## src/rtl/user_io_host.sv

```systemverilog
// user_io_host: SPI master that sends command frames (cmd + 0..MAX_BYTES
// payload) to a user_io slave and captures the core-type byte returned
// on MISO during the command byte.
// Ports:
//   clk_sys, reset_n             clock, async active-low reset
//   req_valid/req_ready          request handshake
//   req_cmd, req_len, req_data   frame contents (byte 0 at [7:0], sent first)
//   busy, done                   frame in progress, one-cycle completion pulse
//   core_type, core_type_valid   byte captured during the command byte
//   SPI_SS_IO, SPI_CLK,
//   SPI_MOSI, SPI_MISO           SPI link, mode 0, MSB first
module user_io_host #(
  parameter int CLK_DIV   = 4,
  parameter int MAX_BYTES = 8,
  parameter int SS_GAP    = 4
) (
  input  logic                   clk_sys,
  input  logic                   reset_n,
  input  logic                   req_valid,
  output logic                   req_ready,
  input  logic [7:0]             req_cmd,
  input  logic [3:0]             req_len,
  input  logic [8*MAX_BYTES-1:0] req_data,
  output logic                   busy,
  output logic                   done,
  output logic [7:0]             core_type,
  output logic                   core_type_valid,
  output logic                   SPI_SS_IO,
  output logic                   SPI_CLK,
  output logic                   SPI_MOSI,
  input  logic                   SPI_MISO
);

  localparam int W  = 8 * (MAX_BYTES + 1);
  localparam int BW = $clog2(W);
  localparam int CM = (CLK_DIV > SS_GAP) ? CLK_DIV : SS_GAP;
  localparam int CW = $clog2(CM) + 1;

  localparam logic [CW-1:0] D_LAST = CW'(CLK_DIV - 1);
  // GAP state plus the IDLE accept cycle make up SS_GAP high cycles
  // between back-to-back frames.
  localparam logic [CW-1:0] G_LAST = CW'(SS_GAP - 2);

  localparam logic [2:0] IDLE = 3'd0;
  localparam logic [2:0] LOW  = 3'd1;
  localparam logic [2:0] HIGH = 3'd2;
  localparam logic [2:0] TAIL = 3'd3;
  localparam logic [2:0] GAP  = 3'd4;

  logic [2:0]    state_q, state_d;
  logic [CW-1:0] cnt_q, cnt_d;
  logic [BW-1:0] bit_q, bit_d;
  logic [BW-1:0] last_q, last_d;
  logic [W-1:0]  sh_q, sh_d;
  logic [7:0]    ct_sh_q, ct_sh_d;
  logic [7:0]    core_type_q;
  logic          ctv_q;
  logic          done_q;
  logic          fin_d;

  logic [W-1:0]  frame;
  logic [BW-1:0] len_c;
  logic [BW-1:0] nlast;

  // Command byte in the top bits, payload byte 0 right below it.
  always_comb begin
    frame = '0;
    frame[W-1 -: 8] = req_cmd;
    for (int i = 0; i < MAX_BYTES; i++) begin
      frame[W-9-8*i -: 8] = req_data[8*i +: 8];
    end
  end

  always_comb begin
    len_c = BW'(req_len);
    if (BW'(req_len) > BW'(MAX_BYTES)) begin
      len_c = BW'(MAX_BYTES);
    end
    nlast = (len_c << 3) + BW'(7);
  end

  always_comb begin
    state_d = state_q;
    cnt_d   = cnt_q;
    bit_d   = bit_q;
    last_d  = last_q;
    sh_d    = sh_q;
    ct_sh_d = ct_sh_q;
    unique case (state_q)
      IDLE: begin
        if (req_valid) begin
          state_d = LOW;
          cnt_d   = '0;
          bit_d   = '0;
          last_d  = nlast;
          sh_d    = frame;
        end
      end
      LOW: begin
        if (cnt_q == D_LAST) begin
          state_d = HIGH;
          cnt_d   = '0;
        end else begin
          cnt_d = cnt_q + CW'(1);
        end
      end
      HIGH: begin
        if (cnt_q == '0 && bit_q < BW'(8)) begin
          ct_sh_d = {ct_sh_q[6:0], SPI_MISO};
        end
        if (cnt_q == D_LAST) begin
          cnt_d = '0;
          if (bit_q == last_q) begin
            state_d = TAIL;
          end else begin
            state_d = LOW;
            bit_d   = bit_q + BW'(1);
            sh_d    = {sh_q[W-2:0], 1'b0};
          end
        end else begin
          cnt_d = cnt_q + CW'(1);
        end
      end
      TAIL: begin
        if (cnt_q == D_LAST) begin
          state_d = GAP;
          cnt_d   = '0;
        end else begin
          cnt_d = cnt_q + CW'(1);
        end
      end
      GAP: begin
        if (cnt_q == G_LAST) begin
          state_d = IDLE;
          cnt_d   = '0;
        end else begin
          cnt_d = cnt_q + CW'(1);
        end
      end
      default: begin
        state_d = IDLE;
        cnt_d   = '0;
      end
    endcase
  end

  // Registered so done and core_type land on the last GAP cycle together.
  assign fin_d = (state_d == GAP) && (cnt_d == G_LAST);

  always_ff @(posedge clk_sys or negedge reset_n) begin
    if (!reset_n) begin
      state_q     <= IDLE;
      cnt_q       <= '0;
      bit_q       <= '0;
      last_q      <= '0;
      sh_q        <= '0;
      ct_sh_q     <= '0;
      core_type_q <= '0;
      ctv_q       <= 1'b0;
      done_q      <= 1'b0;
    end else begin
      state_q <= state_d;
      cnt_q   <= cnt_d;
      bit_q   <= bit_d;
      last_q  <= last_d;
      sh_q    <= sh_d;
      ct_sh_q <= ct_sh_d;
      done_q  <= fin_d;
      if (fin_d) begin
        core_type_q <= ct_sh_q;
        ctv_q       <= 1'b1;
      end
    end
  end

  assign req_ready       = (state_q == IDLE);
  assign busy            = (state_q != IDLE);
  assign done            = done_q;
  assign core_type       = core_type_q;
  assign core_type_valid = ctv_q;
  assign SPI_SS_IO       = ~((state_q == LOW) || (state_q == HIGH) ||
                             (state_q == TAIL));
  assign SPI_CLK         = (state_q == HIGH);
  assign SPI_MOSI        = ((state_q == LOW) || (state_q == HIGH)) ?
                           sh_q[W-1] : 1'b0;

endmodule

```

## config.mk

```make
export PLATFORM = sky130hd
export DESIGN_NAME = user_io_host
export DESIGN_NICKNAME = d
export VERILOG_FILES = /design/src/rtl/user_io_host.sv
export SDC_FILE = /design/constraint.sdc
export NUM_CORES = 1
export LEC_CHECK = 0
export BUFFER_PORTS_ARGS = -buffer_cell sky130_fd_sc_hd__buf_2
export CAP_MARGIN = 20
export CORE_MARGIN = 4
export CORE_UTILIZATION = 25
export CTS_CLUSTER_DIAMETER = 80
export CTS_CLUSTER_SIZE = 40
export DETAILED_ROUTE_END_ITERATION = 10
export HOLD_SLACK_MARGIN = 0.02
export SETUP_SLACK_MARGIN = 0.15
export SYNTH_ARGS = -nofsm -noshare
export SYNTH_HDL_FRONTEND = slang
export SYNTH_SLANG_ARGS = --single-unit
export TNS_END_PERCENT = 30
```

## constraint.sdc

```tcl
create_clock -name clk_sys -period 3.22 [get_ports clk_sys]
set_input_delay 0.483 -clock clk_sys [delete_from_list [all_inputs] [get_ports clk_sys]]
set_output_delay 0.483 -clock clk_sys [all_outputs]
set_load 0.01 [all_outputs]
```

# == Word level (Yosys, flattened, before mapping) ==
# Cells that the tools add are included.
# classes
n_reduce_logical,12
muxes,21
addsub,3
order_cmp,2
n_bitwise,1
eq_ne,12
# op_table
operator,n
$mux 72,3
$pmux 72 s2,1
$mux 3,8
$mux 7,3
$eq 3x2->1 const B,5
$pmux 3 s5,1
$pmux 7 s2,1
$pmux 3 s3,1
$add 7x1->7 const B,1
$add 7x3->7 const B,1
$eq 7x7->1,1
$lt 7x4->1 const B,1
$eq 3x3->1 const B,2
$logic_not 3->1,2
$gt 4x4->1 const B,1
$mux 4,1
$ne 2x2->1 const B,2
$reduce_and 2->1,2
$reduce_and 4->1,1
$add 3x1->3 const B,1
$eq 3x1->1 const B,1
$reduce_bool 3->1,1
$reduce_or 3->1,1
$logic_and 1x1->1,2
other kinds (6),7
# totals
out_inout_bits,15
word_cells,60
ff_bits,110
input_bits,80

# == Logic depth before layout (Yosys ltp) ==
# logic_depth
word_depth,6
mapped_depth,9
ltp_nobuf,7

# == Worst setup path after synthesis ==
# Ideal clock, no wire load.
# synth_path
path_kind,register to register
start,register cnt_q[0]
end,"register core_type_q[0], in the netlist core_type[0]"
arrival_ns,2.030
required_ns,3.095
setup_time_ns,0.125
path_buffers,1
path_slack_ns,1.065
path_stages_with_launch,8
cell_sequence,dfrtp_1 -> inv_1 -> ha_1 -> a211o_1 -> o22a_1 -> or3b_1 -> buf_6 -> mux2_4
# synth_between
elab_chain_len,5
word_cells_on_any_way,15
# synth_lines
item,line,rtl
from (decl),51,"logic [CW-1:0] cnt_q, cnt_d;"
from (signal assigned),163,cnt_q <= cnt_d;
$add 3x1->3 (tied with other cells),-,
"$mux 3, on equally long branches",-,
$pmux 3 s3 or $pmux 3 s5 (tied branches),89,unique case (state_q)
$eq 3x2->1 or $eq 3x3->1 (tied branches),148,assign fin_d = (state_d == GAP) && (cnt_d == G_LAST);
$logic_and 1x1->1 *,148,
to (signal assigned),170,core_type_q <= ct_sh_q;
to (decl),56,logic [7:0] core_type_q;
# Every way passes the cells marked *; elsewhere a longest branch is shown, timed or not.
# A chain may end at the register's enable or synchronous reset.

# == Worst setup path in the final report ==
# layout_path
start,register state_q[0]
end,"register core_type_q[2], in the netlist core_type[2]"
# layout_between
elab_chain_len,5
word_cells_on_any_way,16
# layout_lines
item,line,rtl
from (decl),50,"logic [2:0] state_q, state_d;"
from (signal assigned),162,state_q <= state_d;
$eq 3x2->1 or $eq 3x1->1 (tied branches),89,
$reduce_or 3->1 (no line),-,
$pmux 3 s3,89,
$eq 3x2->1,148,
$logic_and 1x1->1 *,148,
# Marks and branches as above.

==> results.yml <==
status:
  outcome: "completed"
sta:
  worstMarginPinSlew_ns: 0.973
  finClkSkew_ns: 0.00616
  hold_viol_final: 0
  max_slew_margin_pct: 35.1
  fin_crit_ns: 2.55
  rsz0062_at_grt: "false"
  holdWs_ns: 0.251
  fmax_mhz: 392
  post-route-period-util_pct: 79.3
  setup_ws_ns: 0.668
  setup_tns_ns: 0
  final-setup-viol-count: 0
  slew_viol_final: 0
power_and_ir_drop:
  max-vdd-ir-drop_mv: 0.348
  power_density_nw_per_um2: 868
  p_total_mw: 5.33
  p_leak_nw: 2.69
synthesis:
  synth-edff-count: 0
  synth.top_cells.by_area: "dfrtp_1, mux2i_1, a21oi_1"
  synthFlopType: "dfrtp_1"
  syn_inst: 476
  synth_area_um2: 5060
  synth.distinct_cells: 43
  synth_top_cell_area_share_pct: 53.4
  seq_area_frac_synth_pct: 53.4
  async_reset_ff_share_pct: 100
  ys_top_cells_by_count: "dfrtp_1, nor2_1, a21oi_1, mux2i_1, nand2_1"
  synth_most_common_cell: "dfrtp_1"
  ys_ff_latch: 108
  yosysTopAreaCell: "dfrtp_1"
  synth_warnings: 0
  synth.avg_cell_area_um2: 10.6
  synth.net_count: 563
cts:
  cts_root_buf: "clkbuf_16"
  cts_setup_buffers: 0
  numCtsBuffers: 9
  clk_latency_ns: 0.34
  path_clk_slew_ns: 0.07
  clock-sinks: 108
  cts_max_level: 3
  holdBufCountCts: 0
  clockBufferDepth: 2
  cts_tree: "yes"
  cts-resized-gates: 0
cells_and_area:
  layout-drive-gt1-share_pct: 23.9
  fin_util_pct: 31.1
  final_cells: 826
  design_area_um2: 6130
  area_delta_synth_final_pct: 21.2
  nets: 642
placement:
  placed_cell_area_um2: 5810
  place_ws_ns: 0.679
  place_inst: 809
  place_congestion: 0.819
  numPortBuffers: 94
  dpl.hpwl_um: 6980
worst_setup_path:
  reg2reg_from: "state_q[0]$_DFF_PN0_"
  crit_path_top_delay_cell: "or3b_1"
  ff2ff_path_depth: 5
  worst-path-max-fanout: 12
  startpoint_type: "flip-flop"
  crit_chain: "or2_1, a211o_1, o22a_1, or3b_1, mux2_4"
  critical_path.startpoint: "state_q[0]$_DFF_PN0_"
  r2r_end: "core_type[2]$_DFFE_PN0P_"
  required_ns: 3.45
  path_depth: 5
  crit_path_end: "core_type[2]$_DFFE_PN0P_"
  crit_buf_inv: 0
  worstPathArrival_ns: 2.78
  path_delay_family: "simple AND/OR/NAND/NOR gates"
  ff2ff_setup_slack_ns: 0.67
  critPathKind: "reg -> reg"
  slowest_delay_ns: 0.62
  end_kind: "flip-flop"
global_routing:
  grt_max_degree: 144
  track_usage_pct: 9.56
  grt_pass1_vias: 3470
  grt_overflow: 0
  antenna_found_initial: 3
  grt_pass1_wl_um: 17300
routing:
  first_pass_iters: 4
  drt_iter0_drc: 130
  wl_um: 10600
  vias_per_cell: 4.33
  final_antenna_net_count: 0
  wl_per_cell_um: 12.9
  vias: 3575
  drc_errors: 0
die:
  ioPinCount: 95
  die_area_um2: 22600
  row_count: 51
  core_um2: 19700
  die_w_um: 150
  initial_utilization_pct: 25.7
  die_y_um: 150
min_path:
  hold_path.class: "in -> async"
run:
  cap_viol_max_count: 0
[cell families (layout without fill, tap and decap cells)]
group,count (synthesis),in the layout,synth area share [%]
simple gates,128,128,11.0
fa+ha+maj,7,7,1.73
flops,108,108,53.4
xor+xnor,7,7,1.21
mux,90,90,18.8
other cells,0,1,0
buf+inv,41,125,3.63
compound gates,95,95,10.2
[per-layer routing]
layer  global-route usage [%]  wire, µm
met1                     13.1      5130
met2                     14.2      4770
met3                     2.74       539
met4                     3.80       162
met5                        0        27
[worst min path at each step]
| stage | cells after the start | start | to | slack, ns |
|---|---|---|---|---|
| global placement | 1 | core_type_valid$_DFFE_PN0P_ | core_type_valid$_DFFE_PN0P_ | 0.45 |
| finish | 1 | reset_n | sh_q[45]$_DFFE_PN0P_ | 0.25 |
| CTS | 1 | reset_n | sh_q[45]$_DFFE_PN0P_ | 0.32 |
| detailed placement | 1 | core_type_valid$_DFFE_PN0P_ | core_type_valid$_DFFE_PN0P_ | 0.45 |
| floorplan | 0 | reset_n | bit_q[0]$_DFFE_PN0P_ | 0.19 |
| global route | 1 | reset_n | sh_q[44]$_DFFE_PN0P_ | 0.36 |
[state kept, by name, summed over array words and instances, names as in the netlist, 3 cells and up]
signal / count
bit_q: 7
cnt_q: 3
ct_sh_q: 8
sh_q: 72
core_type: 8
last_q: 5
state_q: 3
[layout make-up]
cell class / instances / area (µm²)
Antenna cell: 1 / 2.50
Clock buffer: 11 / 243
Clock inverter: 5 / 83.8
Fill cell: 2026 / 13600
Inverter: 11 / 41.3
Multi-Input combinational cell: 327 / 2190
Sequential cell: 108 / 2700
Tap cell: 265 / 332
Timing Repair Buffer: 98 / 541
[layout by cell type, fill, tap and decap left out, drive strengths merged, types with 2 or more instances in the layout]
| master | instances |
|---|---|
| dfrtp | 108 |
| buf | 98 |
| nor2 | 79 |
| a21oi | 78 |
| mux2i | 74 |
| nand2 | 21 |
| mux2 | 16 |
| inv | 12 |
| clkbuf | 11 |
| ha | 7 |
| nand3 | 6 |
| xor2 | 5 |
| o21ai | 5 |
| nand4 | 4 |
| a211oi | 4 |
| nand3b | 3 |
| nor3 | 2 |
| o22ai | 2 |
| nor4b | 2 |
| nor4 | 2 |
| xnor2 | 2 |
| clkinvlp | 2 |
| bufinv | 2 |
| or2 | 2 |
[power by group]
part,switching (mW),internal (mW)
logic,0.978,0.828
clock network,0.517,0.707
registers,0.371,1.93
total,1.87,3.46
No activity file was read; power rests on OpenSTA's default activity.
